<file path="src/rtl/pc_sequencer_if.sv">
// pc_sequencer_if: groups the next-PC controller's request, stall and PC
// signals into one bundle.
//   slave  modport - the pc_sequencer side (requests in, pc_next/flags out)
//   master modport - the execute/CSR/PC-register side driving the requests
// Signals:
//   stall, if_buffer_stall, if_load_stall : hold sources
//   pc_reg                                : current PC from the PC register
//   br_taken/br_target, jmp_valid/jmp_target, trap_req/trap_vector,
//   mret_req/mepc                         : redirect sources
//   pc_next, pc_hold, flush, trap_ack, redirect, pend_valid : controller outputs
interface pc_sequencer_if #(
  parameter int unsigned ADDR_WIDTH = 64
);
  logic                  stall;
  logic                  if_buffer_stall;
  logic                  if_load_stall;
  logic [ADDR_WIDTH-1:0] pc_reg;
  logic                  br_taken;
  logic [ADDR_WIDTH-1:0] br_target;
  logic                  jmp_valid;
  logic [ADDR_WIDTH-1:0] jmp_target;
  logic                  trap_req;
  logic [ADDR_WIDTH-1:0] trap_vector;
  logic                  mret_req;
  logic [ADDR_WIDTH-1:0] mepc;
  logic [ADDR_WIDTH-1:0] pc_next;
  logic                  pc_hold;
  logic                  flush;
  logic                  trap_ack;
  logic                  redirect;
  logic                  pend_valid;

  modport master (
    output stall, if_buffer_stall, if_load_stall, pc_reg,
           br_taken, br_target, jmp_valid, jmp_target,
           trap_req, trap_vector, mret_req, mepc,
    input  pc_next, pc_hold, flush, trap_ack, redirect, pend_valid
  );

  modport slave (
    input  stall, if_buffer_stall, if_load_stall, pc_reg,
           br_taken, br_target, jmp_valid, jmp_target,
           trap_req, trap_vector, mret_req, mepc,
    output pc_next, pc_hold, flush, trap_ack, redirect, pend_valid
  );
endinterface

</file>
<file path="src/rtl/pc_sequencer.sv">
// pc_sequencer: next-PC controller for the fetch stage.
// Selects pc_next from sequential increment, branch/jump, trap entry and
// trap return (priority trap > mret > branch > jump > sequential), merges
// the stall sources into pc_hold, latches redirects that arrive while held
// and raises flush for FLUSH_CYCLES cycles after every applied redirect.
// Ports:
//   clk   : clock
//   reset : asynchronous, active-high reset
//   bus   : pc_sequencer_if.slave (requests, stalls, pc_reg in; pc_next,
//           pc_hold, flush, trap_ack, redirect, pend_valid out)
module pc_sequencer #(
  parameter int unsigned           ADDR_WIDTH   = 64,
  parameter logic [ADDR_WIDTH-1:0] RESET_ADDR   = '0,
  parameter int unsigned           FLUSH_CYCLES = 2
) (
  input  logic           clk,
  input  logic           reset,
  pc_sequencer_if.slave  bus
);

  typedef enum logic [1:0] {S_RUN, S_PEND, S_FLUSH} state_t;
  // Encoded so that a numerically larger class has higher priority.
  typedef enum logic [2:0] {SRC_NONE, SRC_JMP, SRC_BR, SRC_MRET, SRC_TRAP} src_t;

  localparam logic [2:0] FLUSH_LOAD = 3'(FLUSH_CYCLES);

  state_t                state, state_n;
  logic [2:0]            cnt, cnt_n;
  src_t                  pend_src, pend_src_n;
  logic [ADDR_WIDTH-1:0] pend_tgt, pend_tgt_n;

  logic                  hold;
  logic [ADDR_WIDTH-1:0] seq_pc;
  src_t                  cur_src;
  logic [ADDR_WIDTH-1:0] cur_raw, cur_tgt;
  logic                  do_apply;
  src_t                  app_src;
  logic [ADDR_WIDTH-1:0] app_tgt;
  logic [ADDR_WIDTH-1:0] nxt_pc;

  // RESET_ADDR documents the PC register's reset value; nothing here uses it.
  logic unused_reset_addr;
  assign unused_reset_addr = ^RESET_ADDR;

  assign hold   = bus.stall | bus.if_buffer_stall | bus.if_load_stall;
  assign seq_pc = bus.pc_reg + ADDR_WIDTH'(4);

  // Highest-priority request this cycle; during FLUSH only a trap counts.
  always_comb begin
    cur_src = SRC_NONE;
    cur_raw = '0;
    if (bus.trap_req) begin
      cur_src = SRC_TRAP;
      cur_raw = bus.trap_vector;
    end else if (state != S_FLUSH) begin
      if (bus.mret_req) begin
        cur_src = SRC_MRET;
        cur_raw = bus.mepc;
      end else if (bus.br_taken) begin
        cur_src = SRC_BR;
        cur_raw = bus.br_target;
      end else if (bus.jmp_valid) begin
        cur_src = SRC_JMP;
        cur_raw = bus.jmp_target;
      end
    end
    cur_tgt = {cur_raw[ADDR_WIDTH-1:1], 1'b0};
  end

  always_comb begin
    state_n    = state;
    cnt_n      = cnt;
    pend_src_n = pend_src;
    pend_tgt_n = pend_tgt;
    nxt_pc     = seq_pc;
    do_apply   = 1'b0;
    app_src    = cur_src;
    app_tgt    = cur_tgt;

    unique case (state)
      S_RUN: begin
        if (cur_src != SRC_NONE) begin
          if (!hold) begin
            do_apply = 1'b1;
          end else begin
            pend_src_n = cur_src;
            pend_tgt_n = cur_tgt;
            nxt_pc     = cur_tgt;
            state_n    = S_PEND;
          end
        end
      end
      S_PEND: begin
        // Pending entry survives ties; only a strictly higher class replaces it.
        if (!(cur_src > pend_src)) begin
          app_src = pend_src;
          app_tgt = pend_tgt;
        end
        if (!hold) begin
          do_apply = 1'b1;
        end else begin
          pend_src_n = app_src;
          pend_tgt_n = app_tgt;
          nxt_pc     = app_tgt;
        end
      end
      S_FLUSH: begin
        cnt_n = (cnt != '0) ? cnt - 3'd1 : '0;
        if (cur_src == SRC_TRAP) begin
          if (!hold) begin
            do_apply = 1'b1;
          end else if (pend_src != SRC_TRAP) begin
            pend_src_n = SRC_TRAP;
            pend_tgt_n = cur_tgt;
          end
        end
        if (!do_apply && cnt <= 3'd1) begin
          state_n = (pend_src_n != SRC_NONE) ? S_PEND : S_RUN;
        end
      end
      default: state_n = S_RUN;
    endcase

    if (do_apply) begin
      nxt_pc     = app_tgt;
      state_n    = S_FLUSH;
      cnt_n      = FLUSH_LOAD;
      pend_src_n = SRC_NONE;
      pend_tgt_n = '0;
    end
  end

  always_ff @(posedge clk or posedge reset) begin
    if (reset) begin
      state    <= S_RUN;
      cnt      <= '0;
      pend_src <= SRC_NONE;
      pend_tgt <= '0;
    end else begin
      state    <= state_n;
      cnt      <= cnt_n;
      pend_src <= pend_src_n;
      pend_tgt <= pend_tgt_n;
    end
  end

  // Combinational pulses are masked while reset is asserted so a request
  // present during reset cannot leak out as a redirect.
  assign bus.pc_next    = reset ? seq_pc : nxt_pc;
  assign bus.pc_hold    = hold;
  assign bus.redirect   = do_apply & ~reset;
  assign bus.trap_ack   = do_apply & (app_src == SRC_TRAP) & ~reset;
  assign bus.flush      = (cnt != '0);
  assign bus.pend_valid = (pend_src != SRC_NONE);

endmodule
</file>
<file path="src/flat_wrapper.sv">
// flat-port wrapper written by rule: the top's interface ports become plain ports
module pc_sequencer_flat 
#(
  parameter int unsigned           ADDR_WIDTH   = 64,
  parameter logic [ADDR_WIDTH-1:0] RESET_ADDR   = '0,
  parameter int unsigned           FLUSH_CYCLES = 2
)
  (clk, reset, bus_stall, bus_if_buffer_stall, bus_if_load_stall, bus_pc_reg, bus_br_taken, bus_br_target, bus_jmp_valid, bus_jmp_target, bus_trap_req, bus_trap_vector, bus_mret_req, bus_mepc, bus_pc_next, bus_pc_hold, bus_flush, bus_trap_ack, bus_redirect, bus_pend_valid);
  pc_sequencer_if #(.ADDR_WIDTH(ADDR_WIDTH)) bus_i ();
  input  logic clk;
  input  logic reset;
  input wire logic [$bits(bus_i.stall)-1:0] bus_stall;
  input wire logic [$bits(bus_i.if_buffer_stall)-1:0] bus_if_buffer_stall;
  input wire logic [$bits(bus_i.if_load_stall)-1:0] bus_if_load_stall;
  input wire logic [$bits(bus_i.pc_reg)-1:0] bus_pc_reg;
  input wire logic [$bits(bus_i.br_taken)-1:0] bus_br_taken;
  input wire logic [$bits(bus_i.br_target)-1:0] bus_br_target;
  input wire logic [$bits(bus_i.jmp_valid)-1:0] bus_jmp_valid;
  input wire logic [$bits(bus_i.jmp_target)-1:0] bus_jmp_target;
  input wire logic [$bits(bus_i.trap_req)-1:0] bus_trap_req;
  input wire logic [$bits(bus_i.trap_vector)-1:0] bus_trap_vector;
  input wire logic [$bits(bus_i.mret_req)-1:0] bus_mret_req;
  input wire logic [$bits(bus_i.mepc)-1:0] bus_mepc;
  output wire logic [$bits(bus_i.pc_next)-1:0] bus_pc_next;
  output wire logic [$bits(bus_i.pc_hold)-1:0] bus_pc_hold;
  output wire logic [$bits(bus_i.flush)-1:0] bus_flush;
  output wire logic [$bits(bus_i.trap_ack)-1:0] bus_trap_ack;
  output wire logic [$bits(bus_i.redirect)-1:0] bus_redirect;
  output wire logic [$bits(bus_i.pend_valid)-1:0] bus_pend_valid;
  assign bus_i.stall = bus_stall;
  assign bus_i.if_buffer_stall = bus_if_buffer_stall;
  assign bus_i.if_load_stall = bus_if_load_stall;
  assign bus_i.pc_reg = bus_pc_reg;
  assign bus_i.br_taken = bus_br_taken;
  assign bus_i.br_target = bus_br_target;
  assign bus_i.jmp_valid = bus_jmp_valid;
  assign bus_i.jmp_target = bus_jmp_target;
  assign bus_i.trap_req = bus_trap_req;
  assign bus_i.trap_vector = bus_trap_vector;
  assign bus_i.mret_req = bus_mret_req;
  assign bus_i.mepc = bus_mepc;
  assign bus_pc_next = bus_i.pc_next;
  assign bus_pc_hold = bus_i.pc_hold;
  assign bus_flush = bus_i.flush;
  assign bus_trap_ack = bus_i.trap_ack;
  assign bus_redirect = bus_i.redirect;
  assign bus_pend_valid = bus_i.pend_valid;
  pc_sequencer #(.ADDR_WIDTH(ADDR_WIDTH), .RESET_ADDR(RESET_ADDR), .FLUSH_CYCLES(FLUSH_CYCLES)) u_core (.clk(clk), .reset(reset), .bus(bus_i));
endmodule
</file>
<file path="config.mk">
export PLATFORM = sky130hd
export DESIGN_NAME = pc_sequencer_flat
export DESIGN_NICKNAME = d
export VERILOG_FILES = /design/src/rtl/pc_sequencer_if.sv /design/src/rtl/pc_sequencer.sv /design/src/flat_wrapper.sv
export SDC_FILE = /design/constraint.sdc
export NUM_CORES = 1
export LEC_CHECK = 0
export BUFFER_PORTS_ARGS = -buffer_cell sky130_fd_sc_hd__buf_2
export CAP_MARGIN = 10
export CORE_MARGIN = 3
export CORE_UTILIZATION = 30
export CTS_CLUSTER_DIAMETER = 120
export DETAILED_ROUTE_END_ITERATION = 7
export PLACE_DENSITY = 0.63
export SYNTH_ARGS = -nofsm -noshare
export SYNTH_HDL_FRONTEND = slang
export SYNTH_SLANG_ARGS = --single-unit
</file>
<file path="constraint.sdc">
create_clock -name clk -period 8.2 [get_ports clk]
set_input_delay 0.41 -clock clk [delete_from_list [all_inputs] [get_ports clk]]
set_output_delay 0.41 -clock clk [all_outputs]
set_load 0.02 [all_outputs]
</file>
### Word level (Yosys, flattened, before mapping)

Cells that the tools add are included.

| cells by class | value |
|---|---|
| $add $sub $neg | 2 |
| $lt $le $gt $ge | 2 |
| equality and inequality tests | 14 |
| muxes and demuxes | 51 |
| bitwise logic cells | 6 |
| reduce and logical (&&, ||, !) cells | 12 |

Operators by type and width:

| cell | number |
|---|---|
| $mux 64 | 19 |
| $pmux 64 s3 | 1 |
| $pmux 64 s2 | 1 |
| $add 64x3->64 const B | 1 |
| $mux 3 | 17 |
| $ne 3x1->1 const B | 4 |
| $reduce_bool 3->1 | 4 |
| $ne 3x2->1 const B | 3 |
| $pmux 3 s3 | 1 |
| $mux 2 | 4 |
| $reduce_and 4->1 | 2 |
| $reduce_and 7->1 | 1 |
| $eq 3x3->1 const B | 2 |
| $mux 1 | 6 |
| $pmux 2 s3 | 1 |
| $reduce_bool 4->1 | 1 |
| $and 1x1->1 | 3 |
| $gt 3x3->1 | 1 |
| $le 3x1->1 const B | 1 |
| $ne 3x3->1 const B | 1 |
| $pmux 1 s3 | 1 |
| $sub 3x1->3 const B | 1 |
| $eq 2x1->1 const B | 1 |
| $eq 2x2->1 const B | 1 |
| other kinds (8) | 9 |

| word-level totals | value |
|---|---|
| register bits after elaboration | 72 |
| input bits | 329 |
| output and inout bits | 69 |
| logic and storage cells | 91 |

### Depth between registers and ports, before layout

| depth | value |
|---|---|
| depth after elaboration | 13 |
| depth in mapped cells | 20 |
| depth with buffers taken out | 12 |

### Least setup slack after synthesis

Ideal clock, no wire load.

| path | value |
|---|---|
| path type | flip-flop to output port |
| start | register u_core.state[0] |
| end | output port bus_pc_next[47] |
| arrival time | 4,162 ps |
| required time | 7,790 ps |
| setup slack | 3,628 ps |
| cell stages (with the launch flop) | 19 |
| buffers on the path | 6 |
| path through | dfrtp_1 -> inv_1 -> ha_1 -> buf_2 -> nor2_1 -> clkbuf_1 -> clkbuf_1 -> clkbuf_1 -> o21ai_0 -> inv_1 -> ha_1 -> nor2b_1 -> or3_1 -> clkbuf_1 -> nand2_1 -> clkbuf_1 -> a31oi_1 -> o221a_2 -> o32ai_1 |

| between the ends | value |
|---|---|
| word-level cells in the longest chain between the ends | 9 |
| elaborated cells on any way between the ends | 23 |
| those cells by class | 1 x order compare; 4 x eq/ne; 16 x mux; 2 x reduce/logical |

RTL lines:

| element | line | RTL |
|---|---|---|
| from (decl) | pc_sequencer.sv:27 | `state_t state, state_n;` |
| from (signal assigned) | pc_sequencer.sv:140 | `state <= state_n;` |
| $ne 2x2->1 | pc_sequencer.sv:55 | `end else if (state != S_FLUSH) begin` |
| $mux 3 | pc_sequencer.sv:55 |  |
| $mux 3 | pc_sequencer.sv:52 | `if (bus.trap_req) begin` |
| $gt 3x3->1 / $eq 3x3->1 (equally long branches) | pc_sequencer.sv:95, pc_sequencer.sv:109 |  |
| $mux 64 / $mux 1 (equally long branches) | pc_sequencer.sv:95, pc_sequencer.sv:109 |  |
| $mux 64 / $mux 1 (equally long branches) | pc_sequencer.sv:99, pc_sequencer.sv:80 |  |
| $pmux 64 s2 / $pmux 1 s3 (equally long branches) | pc_sequencer.sv:80 | `unique case (state)` |
| $mux 64 (*) | pc_sequencer.sv:124 | `if (do_apply) begin` |
| $mux 64 (*) | pc_sequencer.sv:149 | `assign bus.pc_next = reset ? seq_pc : nxt_pc;` |
| to (decl) | flat_wrapper.sv:24 | `output wire logic [$bits(bus_i.pc_next)-1:0] bus_pc_next;` |

Every way passes the cells marked *; elsewhere a longest branch is shown, timed or not. The select of a mux whose other input is x is not followed.

### Worst setup path in the final report

| path | value |
|---|---|
| start | register u_core.state[0] |
| end | output port bus_pc_next[31] |

Same word-level chain as after synthesis.

==> flow_summary.html <==
<table>
<tr><th>Metric</th><th>Value</th></tr>
<tr><th colspan="2">Timing</th></tr>
<tr><td>Timing-limited maximum frequency</td><td>0.170 GHz</td></tr>
<tr><td>Slew Limit Fails</td><td>0</td></tr>
<tr><td>WHS</td><td>0.380 ns</td></tr>
<tr><td>Final clock skew</td><td>0.00631 ns</td></tr>
<tr><td>Final hold violations</td><td>0</td></tr>
<tr><td>Tcrit/Tclk final</td><td>0.719</td></tr>
<tr><td>Number of endpoints failing setup at the final stage</td><td>0</td></tr>
<tr><td>Aggregate negative setup slack</td><td>0 ns</td></tr>
<tr><td>Setup repair after global routing missed its margin</td><td>no</td></tr>
<tr><td>Worst relative slew slack</td><td>0.182</td></tr>
<tr><td>Worst Tran Pin Value</td><td>1.22 ns</td></tr>
<tr><td>Min cycle time layout</td><td>5.90 ns</td></tr>
<tr><th colspan="2">Finish</th></tr>
<tr><td>Fraction of layout cells with a size suffix above 1</td><td>0.335</td></tr>
<tr><td>Final #Nets</td><td>1739</td></tr>
<tr><td>Post-route cell area</td><td>0.0109 mm²</td></tr>
<tr><td>Final standard cell utilization of the core</td><td>0.390</td></tr>
<tr><td>Area growth from synthesis to layout</td><td>27.4%</td></tr>
<tr><th colspan="2">Synthesis</th></tr>
<tr><td>Mapped Nets</td><td>1424</td></tr>
<tr><td>Async set or reset register ratio after synthesis</td><td>1.00</td></tr>
<tr><td>Multiplexer fraction of the synthesized cell area</td><td>0.0215</td></tr>
<tr><td>Total standard cell area after synthesis</td><td>0.00855 mm²</td></tr>
<tr><td>Mean instance size in the synthesized netlist</td><td>7.86 µm²</td></tr>
<tr><td>Sequential element share of the synthesized area</td><td>0.211</td></tr>
<tr><td>Cell count after synthesis</td><td>1087</td></tr>
<tr><td>Number of flip-flops and latches in the synthesized netlist</td><td>72</td></tr>
<tr><td>Synth unique cells</td><td>69</td></tr>
<tr><td>Compound-Gate Fraction of Synth Area</td><td>0.423</td></tr>
<tr><td>Area share of the leading cell type in the synthesized netlist</td><td>0.211</td></tr>
<tr><td>Leading cell types by total area after synthesis</td><td>sky130_fd_sc_hd__dfrtp_1 21%, sky130_fd_sc_hd__a22o_1 5.5%, sky130_fd_sc_hd__o21ai_0 4.6%, sky130_fd_sc_hd__nand2_1 3.7%, sky130_fd_sc_hd__xnor2_1 3.5%</td></tr>
<tr><td>Ranking of synthesized cells by instance count</td><td>84 x sky130_fd_sc_hd__nand2_1, 79 x sky130_fd_sc_hd__o21ai_0, 72 x sky130_fd_sc_hd__dfrtp_1</td></tr>
<tr><td>Flip-flop cell with the highest count after synthesis</td><td>sky130_fd_sc_hd__dfrtp_1</td></tr>
<tr><td>Largest family of logic cells by synthesized area</td><td>compound AO/OA/AOI/OAI gates</td></tr>
<tr><td>Adder and majority gate portion of the synthesized area</td><td>0.0117</td></tr>
<tr><td>Most repeated cell in the gate-level netlist after synthesis</td><td>sky130_fd_sc_hd__nand2_1</td></tr>
<tr><td>Simple-gate share of the synthesized area</td><td>0.198</td></tr>
<tr><td>Number of enable flip-flop cells after synthesis</td><td>0</td></tr>
<tr><td>Number of synthesis warnings</td><td>0</td></tr>
<tr><td>Post-synthesis share of cell area spent on xor and xnor gates</td><td>0.0564</td></tr>
<tr><td>Library cell with the largest summed area after synthesis</td><td>sky130_fd_sc_hd__dfrtp_1</td></tr>
<tr><th colspan="2">Pwr</th></tr>
<tr><td>Static leakage power</td><td>4.67 nW</td></tr>
<tr><td>Share of power burned in registers</td><td>0.180</td></tr>
<tr><td>Total power density per cell area</td><td>326 mW/mm²</td></tr>
<tr><td>Sw frac</td><td>0.541</td></tr>
<tr><td>Fraction of power consumed by combinational cells</td><td>0.706</td></tr>
<tr><td>Internal power of the cells</td><td>1.63 mW</td></tr>
<tr><td>Switching power</td><td>1.92 mW</td></tr>
<tr><td>Portion of total power attributed to the clock network</td><td>0.114</td></tr>
<tr><td>Worst vdd rail ir drop</td><td>0.225 mV</td></tr>
<tr><th colspan="2">Floorplan</th></tr>
<tr><td>Die W</td><td>175 µm</td></tr>
<tr><td>Starting utilization of the core area</td><td>0.306</td></tr>
<tr><td>Die footprint</td><td>0.0306 mm²</td></tr>
<tr><td>Core Rows</td><td>61</td></tr>
<tr><td>Boundary Pins</td><td>398</td></tr>
<tr><td>DIE HEIGHT</td><td>175 µm</td></tr>
<tr><td>Placeable core region</td><td>0.0279 mm²</td></tr>
<tr><th colspan="2">Clocking</th></tr>
<tr><td>Number of clock buffers inserted by TritonCTS</td><td>9</td></tr>
<tr><td>Setup repair bufs after CTS</td><td>0</td></tr>
<tr><td>CTS H-tree lvls</td><td>3</td></tr>
<tr><td>Clock latency on the worst-skew pair</td><td>0.35 ns</td></tr>
<tr><td>TritonCTS clock tree</td><td>built</td></tr>
<tr><td>TritonCTS sink count</td><td>72</td></tr>
<tr><td>Hold-fix buffer count after cts</td><td>0</td></tr>
<tr><td>Maximum clock path buffer count</td><td>2</td></tr>
<tr><td>Count of instances resized after the clock tree is built</td><td>0</td></tr>
<tr><td>Clock transition time at the flip-flop clock pins of the worst setup and hold paths</td><td>0.06 ns</td></tr>
<tr><td>Clock root buffer master</td><td>sky130_fd_sc_hd__clkbuf_16</td></tr>
<tr><th colspan="2">Global route</th></tr>
<tr><td>Wire length of the first global-routing pass</td><td>62800 µm</td></tr>
<tr><td>Number of antenna violations at the first check in global routing</td><td>3</td></tr>
<tr><td>Gr ovfl total</td><td>0</td></tr>
<tr><td>Vias in the first global route</td><td>10200</td></tr>
<tr><td>Pin count of the biggest net entering global routing</td><td>79</td></tr>
<tr><td>Global-route usage over all layers</td><td>0.266</td></tr>
<tr><th colspan="2">Drt</th></tr>
<tr><td>First-pass iteration count of the detailed router</td><td>5</td></tr>
<tr><td>Detailed-routing wirelength on met1</td><td>17800 µm</td></tr>
<tr><td>Antenna viol nets, final</td><td>0</td></tr>
<tr><td>Vias per inst</td><td>6.12</td></tr>
<tr><td>DR DRC count</td><td>0</td></tr>
<tr><td>Met3 routed wirelength</td><td>3700 µm</td></tr>
<tr><td>Overall via count from detail_route</td><td>10900</td></tr>
<tr><td>Routed len/inst</td><td>24.1 µm</td></tr>
<tr><td>Top layer in use</td><td>met5</td></tr>
<tr><td>Length of routed met2 wiring</td><td>20500 µm</td></tr>
<tr><td>Routed Wire Length</td><td>43000 µm</td></tr>
<tr><td>Iteration-0 DRC count of the detailed router</td><td>1029</td></tr>
<tr><th colspan="2">Worst hold path</th></tr>
<tr><td>Startpoint of the worst hold path</td><td>bus_trap_vector[56]</td></tr>
<tr><td>Tightest Hold Check Type</td><td>input port to register</td></tr>
<tr><td>Min-Delay Path Depth</td><td>3</td></tr>
<tr><td>Terminating pin of the worst hold path</td><td>u_core.pend_tgt[56]</td></tr>
<tr><th colspan="2">Run status</th></tr>
<tr><td>Result of the run</td><td>complete, no violations</td></tr>
<tr><th colspan="2">Worst setup path</th></tr>
<tr><td>Worst flop-to-flop path endpoint</td><td>u_core.pend_tgt[58]</td></tr>
<tr><td>Maximum fanout along the worst path</td><td>43</td></tr>
<tr><td>Reg2Reg Setup Slack</td><td>3.26 ns</td></tr>
<tr><td>Path type of the worst setup path</td><td>register to output pin</td></tr>
<tr><td>Req. time, crit path</td><td>7.79 ns</td></tr>
<tr><td>Worst reg2reg startpoint</td><td>u_core.state[0]</td></tr>
<tr><td>Worst R2R Path Depth</td><td>12</td></tr>
<tr><td>Sort of element at the start of the critical path</td><td>register</td></tr>
<tr><td>Critical Path Sink Type</td><td>output pin</td></tr>
<tr><td>Critical path data arrival time</td><td>5.49 ns</td></tr>
<tr><th colspan="2">Placement</th></tr>
<tr><td>Final Wtd Congestion</td><td>0.957</td></tr>
<tr><td>Input/output buffers</td><td>393</td></tr>
<tr><td>HPWL after DPL</td><td>32700 µm</td></tr>
<tr><td>Dpl cell area</td><td>0.0106 mm²</td></tr>
<tr><th colspan="2">Job</th></tr>
<tr><td>Max Cap Violations</td><td>0</td></tr>
</table>
## logic make-up (layout without fill, tap and decap cells)
family                   count (synthesis)  count (layout)
other                                    0               1
buffers and inverters                  140             460
adder cells (fa/ha/maj)                  8               8
flip-flops                              72              72
AND/OR/NAND/NOR                        321             321
AO/OA/AOI/OAI                          473             473
XOR/XNOR                                55              55
multiplexers                            18              18
## how the worst max path moves through the flow
stage                          from               to  slack (ns)  depth (start not counted)
detailed placement  u_core.state[0]  bus_pc_next[31]        2.71                         13
global route        u_core.state[0]  bus_pc_next[31]        2.05                         13
CTS                 u_core.state[0]  bus_pc_next[31]        2.30                         13
floorplan           u_core.state[0]  bus_pc_next[47]        3.63                         18
global placement    u_core.state[0]  bus_pc_next[31]        2.77                         13
finish              u_core.state[0]  bus_pc_next[31]        2.30                         13
## critical path: stages, from the launching register on
cell	delay, ns
sky130_fd_sc_hd__dfrtp_1	0.38
sky130_fd_sc_hd__inv_1	0.09
sky130_fd_sc_hd__ha_1	0.36
sky130_fd_sc_hd__nor2_4	0.53
sky130_fd_sc_hd__buf_4	0.52
sky130_fd_sc_hd__o21ai_0	0.23
sky130_fd_sc_hd__ha_1	0.33
sky130_fd_sc_hd__nand3_1	0.11
sky130_fd_sc_hd__and2_1	0.24
sky130_fd_sc_hd__a31oi_4	0.73
sky130_fd_sc_hd__nand2b_1	0.73
sky130_fd_sc_hd__a22oi_1	0.53
sky130_fd_sc_hd__o22ai_1	0.14
sky130_fd_sc_hd__buf_2	0.19
## registers in the layout, indices dropped and copies added, names as in the netlist
register / flops
u_core.pend_src: 3
u_core.state: 2
u_core.cnt: 3
u_core.pend_tgt: 64
## power by group through the flow
stage          sequential [mW]  combinational (mW)  clock (mW)
2_1_floorplan            0.612                1.84           0
3_3_place_gp             0.632                2.45           0
3_5_place_dp             0.639                2.48           0
4_1_cts                  0.634                2.49       0.411
5_1_grt                  0.659                2.68       0.424
6_report                 0.639                2.51       0.406
## cells in the final DEF (no fill, tap or decap), types with 14 or more instances in the layout
| master | instances |
|---|---|
| sky130_fd_sc_hd__dfrtp_1 | 72 |
| sky130_fd_sc_hd__nor4_1 | 14 |
| sky130_fd_sc_hd__a2bb2oi_1 | 23 |
| sky130_fd_sc_hd__o22ai_1 | 33 |
| sky130_fd_sc_hd__nand3_1 | 34 |
| sky130_fd_sc_hd__a211oi_1 | 24 |
| sky130_fd_sc_hd__xnor2_1 | 34 |
| sky130_fd_sc_hd__xor2_1 | 21 |
| sky130_fd_sc_hd__nand4_1 | 23 |
| sky130_fd_sc_hd__a221o_1 | 17 |
| sky130_fd_sc_hd__buf_2 | 392 |
| sky130_fd_sc_hd__a21oi_1 | 32 |
| sky130_fd_sc_hd__o221a_2 | 19 |
| sky130_fd_sc_hd__a22oi_1 | 38 |
| sky130_fd_sc_hd__a22o_1 | 54 |
| sky130_fd_sc_hd__o21ai_0 | 79 |
| sky130_fd_sc_hd__nand2b_1 | 25 |
| sky130_fd_sc_hd__nor3_1 | 22 |
| sky130_fd_sc_hd__mux2i_1 | 15 |
| sky130_fd_sc_hd__nand2_1 | 84 |
| sky130_fd_sc_hd__a221oi_1 | 30 |
| sky130_fd_sc_hd__inv_1 | 30 |
| sky130_fd_sc_hd__o2bb2ai_1 | 28 |
| sky130_fd_sc_hd__nor2_1 | 60 |
| sky130_fd_sc_hd__buf_4 | 18 |
## cell type report
type	instances	area [µm²]
clock inverters	5	57.6
fillers	2967	17000
inverters	34	129
well taps	378	473
multi-input cells	875	6100
repair buffers	410	2100
diodes	1	2.50
clock buffers	11	233
flip-flops and latches	72	1800
## routing by layer
layer / up-vias / track usage
met1: 5310 / 0.351
met2: 602 / 0.449
li1: 4955 / -
met5: - / 0
met3: 58 / 0.0485
met4: 4 / 0.0662
## through the flow
step / power [mW] / cells / setup slack [ns]
floorplan: 2.45 / 1087 / 3.63
global placement: 3.08 / 1769 / 2.77
detailed placement: 3.12 / 1769 / 2.71
CTS: 3.53 / 1785 / 2.30
global route: 3.76 / 1785 / 2.05
finish: 3.55 / 1786 / 2.30
Power figures use the tool's default switching activity.
